File: config.mk
export PLATFORM = sky130hd
export DESIGN_NAME = calendar_ctrl
export DESIGN_NICKNAME = d
export VERILOG_FILES = /design/src/rtl/calendar_ctrl.sv
export SDC_FILE = /design/constraint.sdc
export NUM_CORES = 1
export LEC_CHECK = 0
export ABC_AREA = 0
export CAP_MARGIN = 20
export CORE_ASPECT_RATIO = 1.4
export CORE_MARGIN = 10
export CORE_UTILIZATION = 62
export CTS_CLUSTER_DIAMETER = 80
export DETAILED_ROUTE_END_ITERATION = 10
export DONT_BUFFER_PORTS = 1
export PLACE_DENSITY = 0.78
export RECOVER_POWER = 100
export REMOVE_ABC_BUFFERS = 1
export SLEW_MARGIN = 5
export SYNTH_ARGS = -nofsm -noshare
export SYNTH_HDL_FRONTEND = slang
export SYNTH_SLANG_ARGS = --single-unit
File: constraint.sdc
create_clock -name clk -period 2.8 [get_ports clk]
set_clock_uncertainty 0.1 [all_clocks]
set_input_delay 0.7 -clock clk [delete_from_list [all_inputs] [get_ports clk]]
set_output_delay 0.7 -clock clk [all_outputs]
set_load 0.02 [all_outputs]
File: src/rtl/calendar_ctrl.sv
// calendar_ctrl: date sequencer for the digital clock.
//   Owns the day (1-31) and year (0-99 => 2000-2099) registers, advances
//   them on the midnight tick and drives the external 1-12 month counter
//   through single-cycle step/load strobes. A set_btn-driven mode machine
//   (RUN -> SET_YEAR -> SET_MONTH -> SET_DAY -> RUN) lets inc_btn edit
//   each field in turn.
// Ports:
//   clk, clear_n         clock, asynchronous active-low reset
//   day_tick             one-cycle midnight rollover pulse
//   set_btn, inc_btn     one-cycle debounced button pulses
//   month_q              month counter readback (1-12)
//   month_step           one-cycle advance request to the month counter
//   month_load           one-cycle load strobe, month_data is the value
//   day, year, mode      current date and edit mode
//   edit_field           one-hot {day, month, year} blink select
//   busy                 month_q is stale (cycle after a strobe)
module calendar_ctrl #(
  parameter int YEAR_RESET = 24,
  parameter int DAY_RESET  = 1
) (
  input  logic       clk,
  input  logic       clear_n,
  input  logic       day_tick,
  input  logic       set_btn,
  input  logic       inc_btn,
  input  logic [3:0] month_q,
  output logic       month_step,
  output logic       month_load,
  output logic [3:0] month_data,
  output logic [4:0] day,
  output logic [6:0] year,
  output logic [1:0] mode,
  output logic [2:0] edit_field,
  output logic       busy
);

  typedef enum logic [1:0] {
    RUN       = 2'd0,
    SET_YEAR  = 2'd1,
    SET_MONTH = 2'd2,
    SET_DAY   = 2'd3
  } mode_e;

  function automatic logic [4:0] days_in_month(input logic [3:0] m, input logic [6:0] y);
    logic [4:0] d;
    case (m)
      4'd4, 4'd6, 4'd9, 4'd11: d = 5'd30;
      4'd2:                    d = (y[1:0] == 2'b00) ? 5'd29 : 5'd28;
      default:                 d = 5'd31;
    endcase
    return d;
  endfunction

  function automatic logic [6:0] year_inc(input logic [6:0] y);
    return (y >= 7'd99) ? 7'd0 : y + 7'd1;
  endfunction

  mode_e      mode_q, mode_d;
  logic [4:0] day_q, day_d;
  logic [6:0] year_q, year_d;
  logic       step_q, step_d;
  logic       load_q, load_d;
  logic [3:0] mdata_q, mdata_d;
  logic       busy_q, busy_d;
  logic       pend_q, pend_d;
  logic [2:0] field_q, field_d;
  logic [4:0] dim;
  logic       tick_go;

  always_comb begin
    mode_d  = mode_q;
    day_d   = day_q;
    year_d  = year_q;
    step_d  = 1'b0;
    load_d  = 1'b0;
    mdata_d = mdata_q;
    pend_d  = pend_q;
    tick_go = 1'b0;
    dim     = days_in_month(month_q, year_q);
    // month_q is only trustworthy again once the strobe has settled
    busy_d  = step_q | load_q;

    case (mode_q)
      RUN: begin
        // A tick that lands while busy waits in pend_q; extra ticks are lost.
        if (!busy_q) begin
          tick_go = day_tick | pend_q;
          pend_d  = 1'b0;
        end else if (day_tick) begin
          pend_d = 1'b1;
        end
        if (tick_go) begin
          if (day_q < dim) begin
            day_d = day_q + 5'd1;
          end else begin
            day_d  = 5'd1;
            step_d = 1'b1;
            if (month_q == 4'd12) year_d = year_inc(year_q);
          end
        end
        if (set_btn) mode_d = SET_YEAR;
      end
      default: begin
        // Editing freezes the date: ticks (and any pending one) are dropped.
        pend_d = 1'b0;
        if (set_btn) begin
          case (mode_q)
            SET_YEAR:  mode_d = SET_MONTH;
            SET_MONTH: begin
              mode_d = SET_DAY;
              // Month may have shortened since the day was chosen.
              if (day_q > dim) day_d = dim;
            end
            default:   mode_d = RUN;
          endcase
        end else if (inc_btn && !busy_q) begin
          case (mode_q)
            SET_YEAR:  year_d = year_inc(year_q);
            SET_MONTH: begin
              load_d  = 1'b1;
              mdata_d = (month_q == 4'd12) ? 4'd1 : month_q + 4'd1;
            end
            default:   day_d = (day_q >= dim) ? 5'd1 : day_q + 5'd1;
          endcase
        end
      end
    endcase

    case (mode_d)
      SET_YEAR:  field_d = 3'b001;
      SET_MONTH: field_d = 3'b010;
      SET_DAY:   field_d = 3'b100;
      default:   field_d = 3'b000;
    endcase
  end

  always_ff @(posedge clk or negedge clear_n) begin
    if (!clear_n) begin
      mode_q  <= RUN;
      day_q   <= 5'(DAY_RESET);
      year_q  <= 7'(YEAR_RESET);
      step_q  <= 1'b0;
      load_q  <= 1'b0;
      mdata_q <= 4'd0;
      busy_q  <= 1'b0;
      pend_q  <= 1'b0;
      field_q <= 3'b000;
    end else begin
      mode_q  <= mode_d;
      day_q   <= day_d;
      year_q  <= year_d;
      step_q  <= step_d;
      load_q  <= load_d;
      mdata_q <= mdata_d;
      busy_q  <= busy_d;
      pend_q  <= pend_d;
      field_q <= field_d;
    end
  end

  assign month_step = step_q;
  assign month_load = load_q;
  assign month_data = mdata_q;
  assign day        = day_q;
  assign year       = year_q;
  assign mode       = mode_q;
  assign edit_field = field_q;
  assign busy       = busy_q;

endmodule

==> results.toml, run 1 <==
[outcome]
status = "complete, no violations"

[synthesis]
synth_compound_area_share_pct = 21.3
synthTopCellsByArea = "dfrtp_1, ha_1, o21ai_0"
seq_area_frac_synth_pct = 43.1
synth-adder-area-share_pct = 10.3
synth.distinct_cells = 38
yosys.area.top_type = "dfrtp_1"
ys_seq_elements = 25
async_flop_share_pct = 100
yosysWarnings = 0
synthXorXnorAreaFrac_pct = 0
synth_simple_gate_area_share_pct = 19.2
synth_ff_type = "dfrtp_1"
synth_mux_area_share_pct = 1.54
synthCells = 154
synth_edf_count = 0
synth_top_family_by_area = "compound AO/OA/AOI/OAI gates"
syn-cell-area_sq_um = 1460
avgSynthCellArea_sq_um = 9.48
synth.top_cell.area_share_pct = 37.7

[critical_path]
critPathKind = "in2reg"
path_cells = "inv_1 > ha_1 > nor3b_1 > ha_1 > nor2b_1 > o21a_1 > a311o_1 > a22o_1"
crit_arrival_ps = 2640
cp.buffers_inverters = 1
crit_family = "compound AO/OA/AOI/OAI gates"
start_kind = "input pin"
crit_path_max_fanout = 10
slowest_stage = "a311o_1"
end_kind = "flip-flop"
cpMostUsedCell = "ha_1"
critPathRequiredTime_ps = 2910
slowest_delay_ps = 470

[floorplan]
core_area_sq_um = 2200
boundaryPins = 33
die_area_sq_um = 4720
fp-row-count = 20
start_util_pct = 66.3
dieWidth_um = 61.0
die_height_um = 77.4

[global_routing]
grtUsageMet2_pct = 24.8
grt_max_degree = 23
grt_pass1_vias = 1184
grtUsageMet3_pct = 4.23
grt_usage_pct = 14.0
overflow = 0
antenna_found_initial = 0
busiest_layer = "met2"
grt_pass1_wl_mm = 5.35
use_met1_pct = 14.5

[timing]
finalCritPeriodShare_pct = 90.2
layout_min_cycle_time_ps = 2530
rsz0062_at_grt = "false"
hold_ws_ps = 111
slew_headroom_pct = 56.1
setup_violations = 0
setup_tns_ps = 0
worst_pin_slew_ps = 658
max_clock_freq_mhz = 396
hold_violations = 0
slew_viol_final = 0

[detailed_routing]
ant_nets = 0
num_vias = 1184
finalWirelength_mm = 3.15
avgViaCountPerCell = 6.26
dr.pass1.iters = 4
route.detailed.drc = 0
route.detailed.wl_per_inst_um = 16.7
first_iter_violations = 25

[placement]
hpwl_mm = 2.42
gp_congestion = 0.785
portBuffers = 0

[finish]
multi_input_area_sq_um = 747
layout.nets = 189
syn_to_final_growth_pct = 5.83
seq_area_sq_um = 629
fill_cells = 202
drive_gt1_share_pct = 9.58
antenna_cells = 0

[clock_tree]
cts_resized = 0
cts_hold_buf = 1
cts.htree.levels = 1
cts_buffers = 3
clk_pin_slew_ps = 130
cts.path.max_buffers = 2
clk_latency_ps = 310
cts_tree = "done"
cts_setup_buffers = 0
clkSinkCount = 25
cts-root-buf = "clkbuf_4"

[power]
ir_drop_mv = 0.588
pwr_density_cell_nw_per_um2 = 983
power_leakage_nw = 0.726

[flow_run]
cap_violations = 0

[hold_path]
hold_path.class = "in2async"
-- per-layer routing --
layer	routed length (um)	up-vias
met5	0	-
met4	37	0
met3	264	4
met2	1730	29
met1	1120	583
li1	-	568
-- cell families after synthesis --
family,after synthesis
AO/OA/AOI/OAI,44
flip-flops,25
adder cells (fa/ha/maj),12
AND/OR/NAND/NOR,55
multiplexers,2
buffers and inverters,16
-- per-stage QoR --
stage / utilization [%] / power, mW / std cells / setup WS (ps) / instance area [sq um]
after floorplan: - / 1.20 / 153 / 56.9 / 1450
after global placement: 69.8 / 1.37 / 183 / 45.1 / 1540
after detailed placement: 69.8 / 1.41 / 183 / -25.7 / 1540
after CTS: 71.4 / 1.57 / 188 / 286 / 1570
after global routing: 70.2 / 1.66 / 189 / 124 / 1550
final: 70.2 / 1.52 / 189 / 274 / 1550
-- power by group --
group / switching, mW / total, mW / internal (mW)
Combinational: 0.359 / 0.608 / 0.249
Clock: 0.0999 / 0.155 / 0.0555
Sequential: 0.267 / 0.755 / 0.489
-- cell usage after synthesis, drive strengths merged, types with 3 or more instances --
master / n
nor2b: 3
inv: 15
o221ai: 3
o31ai: 4
nand2: 17
nor2: 13
o21ai: 19
dfstp: 3
a21oi: 6
and3: 4
ha: 12
dfrtp: 22
nand3: 6
-- sequential cells by signal, indices dropped and copies added, names as in the netlist, 2 cells and up --
| register | count |
|---|---|
| day | 5 |
| edit_field | 3 |
| mode | 2 |
| month_data | 4 |
| year | 7 |
-- cell usage in the layout (no fill, tap or decap), types with 2 or more instances in the layout --
master,synthesis,layout
nor2_1,13,13
dfstp_1,0,3
o31ai_2,2,2
ha_1,12,12
nor3b_1,2,2
clkbuf_1,0,6
o31ai_1,2,2
nand2b_1,2,2
nand2_1,17,17
o21ai_0,17,18
o221ai_1,3,3
o21a_1,2,2
dfrtp_1,22,22
clkbuf_4,0,3
nor2b_1,3,3
buf_4,0,4
nand3_1,6,6
inv_1,15,15
and3_1,4,4
a21oi_1,6,6
mux2_2,2,2
-- path summary, 6_finish.rpt --
kind,start,to,slack [ps],cells after the start
setup / recovery,month_q[0],day[2],270,8
hold / removal,clear_n,year[4],110,0
setup reg to reg,mode[0],day[2],350,7
hold reg to reg,year[1],year[1],490,2
max in group asynchronous,clear_n,mode[1],990,2
min in group clk,month_q[3],month_data[3],480,2
-- area by class of cell --
class                           count  share of cell area, %
Tap cell                           22                   1.78
Multi-Input combinational cell    113                   48.3
Clock buffer                        4                   1.70
Inverter                           15                   3.64
Timing Repair Buffer               10                   3.81
Sequential cell                    25                   40.7
Power figures use the tool's default switching activity.
==> inputs of run 2 (changes only) <==
--- a/config.mk
+++ b/config.mk
@@ -9,11 +9,10 @@
 export CAP_MARGIN = 20
 export CORE_ASPECT_RATIO = 1.4
 export CORE_MARGIN = 10
-export CORE_UTILIZATION = 62
+export CORE_UTILIZATION = 50
 export CTS_CLUSTER_DIAMETER = 80
 export DETAILED_ROUTE_END_ITERATION = 10
-export DONT_BUFFER_PORTS = 1
-export PLACE_DENSITY = 0.78
+export PLACE_DENSITY = 0.8
 export RECOVER_POWER = 100
 export REMOVE_ABC_BUFFERS = 1
 export SLEW_MARGIN = 5
==> constraint.sdc (replaced) <==
create_clock -name clk -period 2.63 [get_ports clk]
set_clock_uncertainty 0.1 [all_clocks]
set_input_delay 0.6575 -clock clk [delete_from_list [all_inputs] [get_ports clk]]
set_output_delay 0.6575 -clock clk [all_outputs]
set_load 0.02 [all_outputs]
==> results.toml, run 2 (synthesis gave the netlist of run 1 again) <==
[timing]
finalCritPeriodShare_pct = 98.2
layout_min_cycle_time_ps = 2580
hold_ws_ps = 398
rsz0062_at_grt = "true"
setup_tns_ps = 0
timing.final.ws_setup_ps = 48.6
worst_pin_slew_ps = 1330
slew_headroom_pct = 11.4
hold_violations = 0
setup_violations = 0
slew_viol_final = 0
max_clock_freq_mhz = 387

[floorplan]
core_area_sq_um = 2850
dieWidth_um = 65.7
boundaryPins = 33
start_util_pct = 51.3
fp-row-count = 23
die_height_um = 83.9
die_area_sq_um = 5510

[hold_path]
holdPathStages = 1
min_from = "month_step"
hold_path.class = "reg2reg"
min_to = "busy"

[finish]
layout_commonest_cell = "clkdlybuf4s50_1"
final_cell_mix = "clkdlybuf4s50_1, dfrtp_1, buf_4"
syn_to_final_growth_pct = 44.4
final_area_sq_um = 2110
drive_gt1_share_pct = 27.4
final_cells = 249
layout.nets = 234
antenna_cells = 0
largest_reg_flops = 7

[global_routing]
grt_max_degree = 26
overflow = 0
grt_pass1_wl_mm = 6.69
antenna_found_initial = 0
grt_usage_pct = 15.3
grt_pass1_vias = 1438

[placement]
hpwl_mm = 3.03
placed_cell_area_sq_um = 1970
dp_cells = 243
gp_congestion = 0.873
pre_cts_slack_ps = -633
portBuffers = 32

[critical_path]
crit_family = "compound AO/OA/AOI/OAI gates"
critPathKind = "in2reg"
slowest_delay_ps = 370
rrSetupSlack_ps = 210
crit_path_max_fanout = 5
r2r-end = "year[4]"
crit_arrival_ps = 2650
start_kind = "input pin"
r2r-start = "year[0]"
cpMostUsedCell = "ha_2"
slowest_stage = "a311o_2"
cp.buffers_inverters = 2
path_cells = "dlygate4sd2_1 > buf_4 > ha_2 > nor2_1 > nor3b_2 > nor2_2 > ha_2 > nor2b_2 > o21a_2 > a311o_2 > a22o_1"
critPathRequiredTime_ps = 2700
worstRegToRegCells = 11
end_kind = "flip-flop"

[outcome]
status = "complete, no violations"

[detailed_routing]
route.detailed.drc = 0
dr.pass1.iters = 4
num_vias = 1389
first_iter_violations = 75
finalWirelength_mm = 4.14
route.detailed.wl_per_inst_um = 16.6
avgViaCountPerCell = 5.58
ant_nets = 0

[clock_tree]
clk_latency_ps = 280
cts.htree.levels = 1
cts.path.max_buffers = 2
clkSinkCount = 25
cts-root-buf = "clkbuf_8"
cts_tree = "done"
clk_pin_slew_ps = 90
cts_buffers = 3
cts_hold_buf = 0

[power]
power_leakage_nw = 0.956
ir_drop_mv = 0.767
pwr_density_cell_nw_per_um2 = 998

[flow_run]
cap_violations = 0
[run 2: cell types whose count changed in the layout (fill, tap and decap cells not counted), sizes merged]
cell,change
clkdlybuf4s50,+27
buf,+17
clkbuf,-3
dlygate4sd2,+2
a311o,+1
dlymetal6s2s,+1
[run 2: worst max path at each step]
stage | from | end | slack, ps | cells past startpoint
2_1_floorplan | month_q[0] | day[2] | -70 | 8
3_3_place_gp | month_q[1] | day[2] | -520 | 8
3_5_place_dp | month_q[1] | day[2] | -630 | 11
4_1_cts | month_q[3] | year[3] | 10 | 11
5_1_grt | month_q[0] | day[4] | -50 | 12
6_report | month_q[0] | day[2] | 50 | 11
[run 2: repair_timing]
item,CTS,global route
pin swaps,9,5
buffers inserted,1,0
endpoints found under the setup margin,12,11
hold endpoints to repair,0,0
resized for setup,18,16
cloned,1,0
[run 2: where the power goes]
group	switching (mW)	internal [mW]	total [mW]
Clock	0.125	0.109	0.234
Combinational	0.635	0.561	1.20
Sequential	0.147	0.528	0.675
Total	0.907	1.20	2.11
[run 2: per-stage QoR]
step | util [%] | total power [mW]
after floorplan | - | 1.28
after global placement | 69.3 | 1.75
after detailed placement | 69.3 | 1.80
after CTS | 72.7 | 2.07
after global routing | 74.0 | 2.24
final | 74.0 | 2.11
[run 2: cell type report]
type | count | area [sq um]
multi-input combinational | 114 | 855
fill | 199 | 741
sequential | 25 | 629
timing repair buffer | 54 | 477
inverter | 15 | 56.3
tap | 37 | 46.3
clock buffer | 4 | 45.0
[run 2: metal layers]
layer	global-route usage [%]	up-vias	wire length (um)
met2	28.1	33	2250
met1	15.2	682	1630
met3	3.90	7	173
met5	0	-	0
li1	-	667	-
met4	7.03	0	87
==> inputs of run 3 (changes only) <==
--- a/config.mk
+++ b/config.mk
@@ -5,12 +5,10 @@
 export SDC_FILE = /design/constraint.sdc
 export NUM_CORES = 1
 export LEC_CHECK = 0
-export ABC_AREA = 0
 export CAP_MARGIN = 20
 export CORE_ASPECT_RATIO = 1.4
 export CORE_MARGIN = 10
 export CORE_UTILIZATION = 50
-export CTS_CLUSTER_DIAMETER = 80
 export DETAILED_ROUTE_END_ITERATION = 10
 export PLACE_DENSITY = 0.8
 export RECOVER_POWER = 100
==> results of run 3 <==
Same layout as run 2: the final DEF is identical, and so are final timing and power.
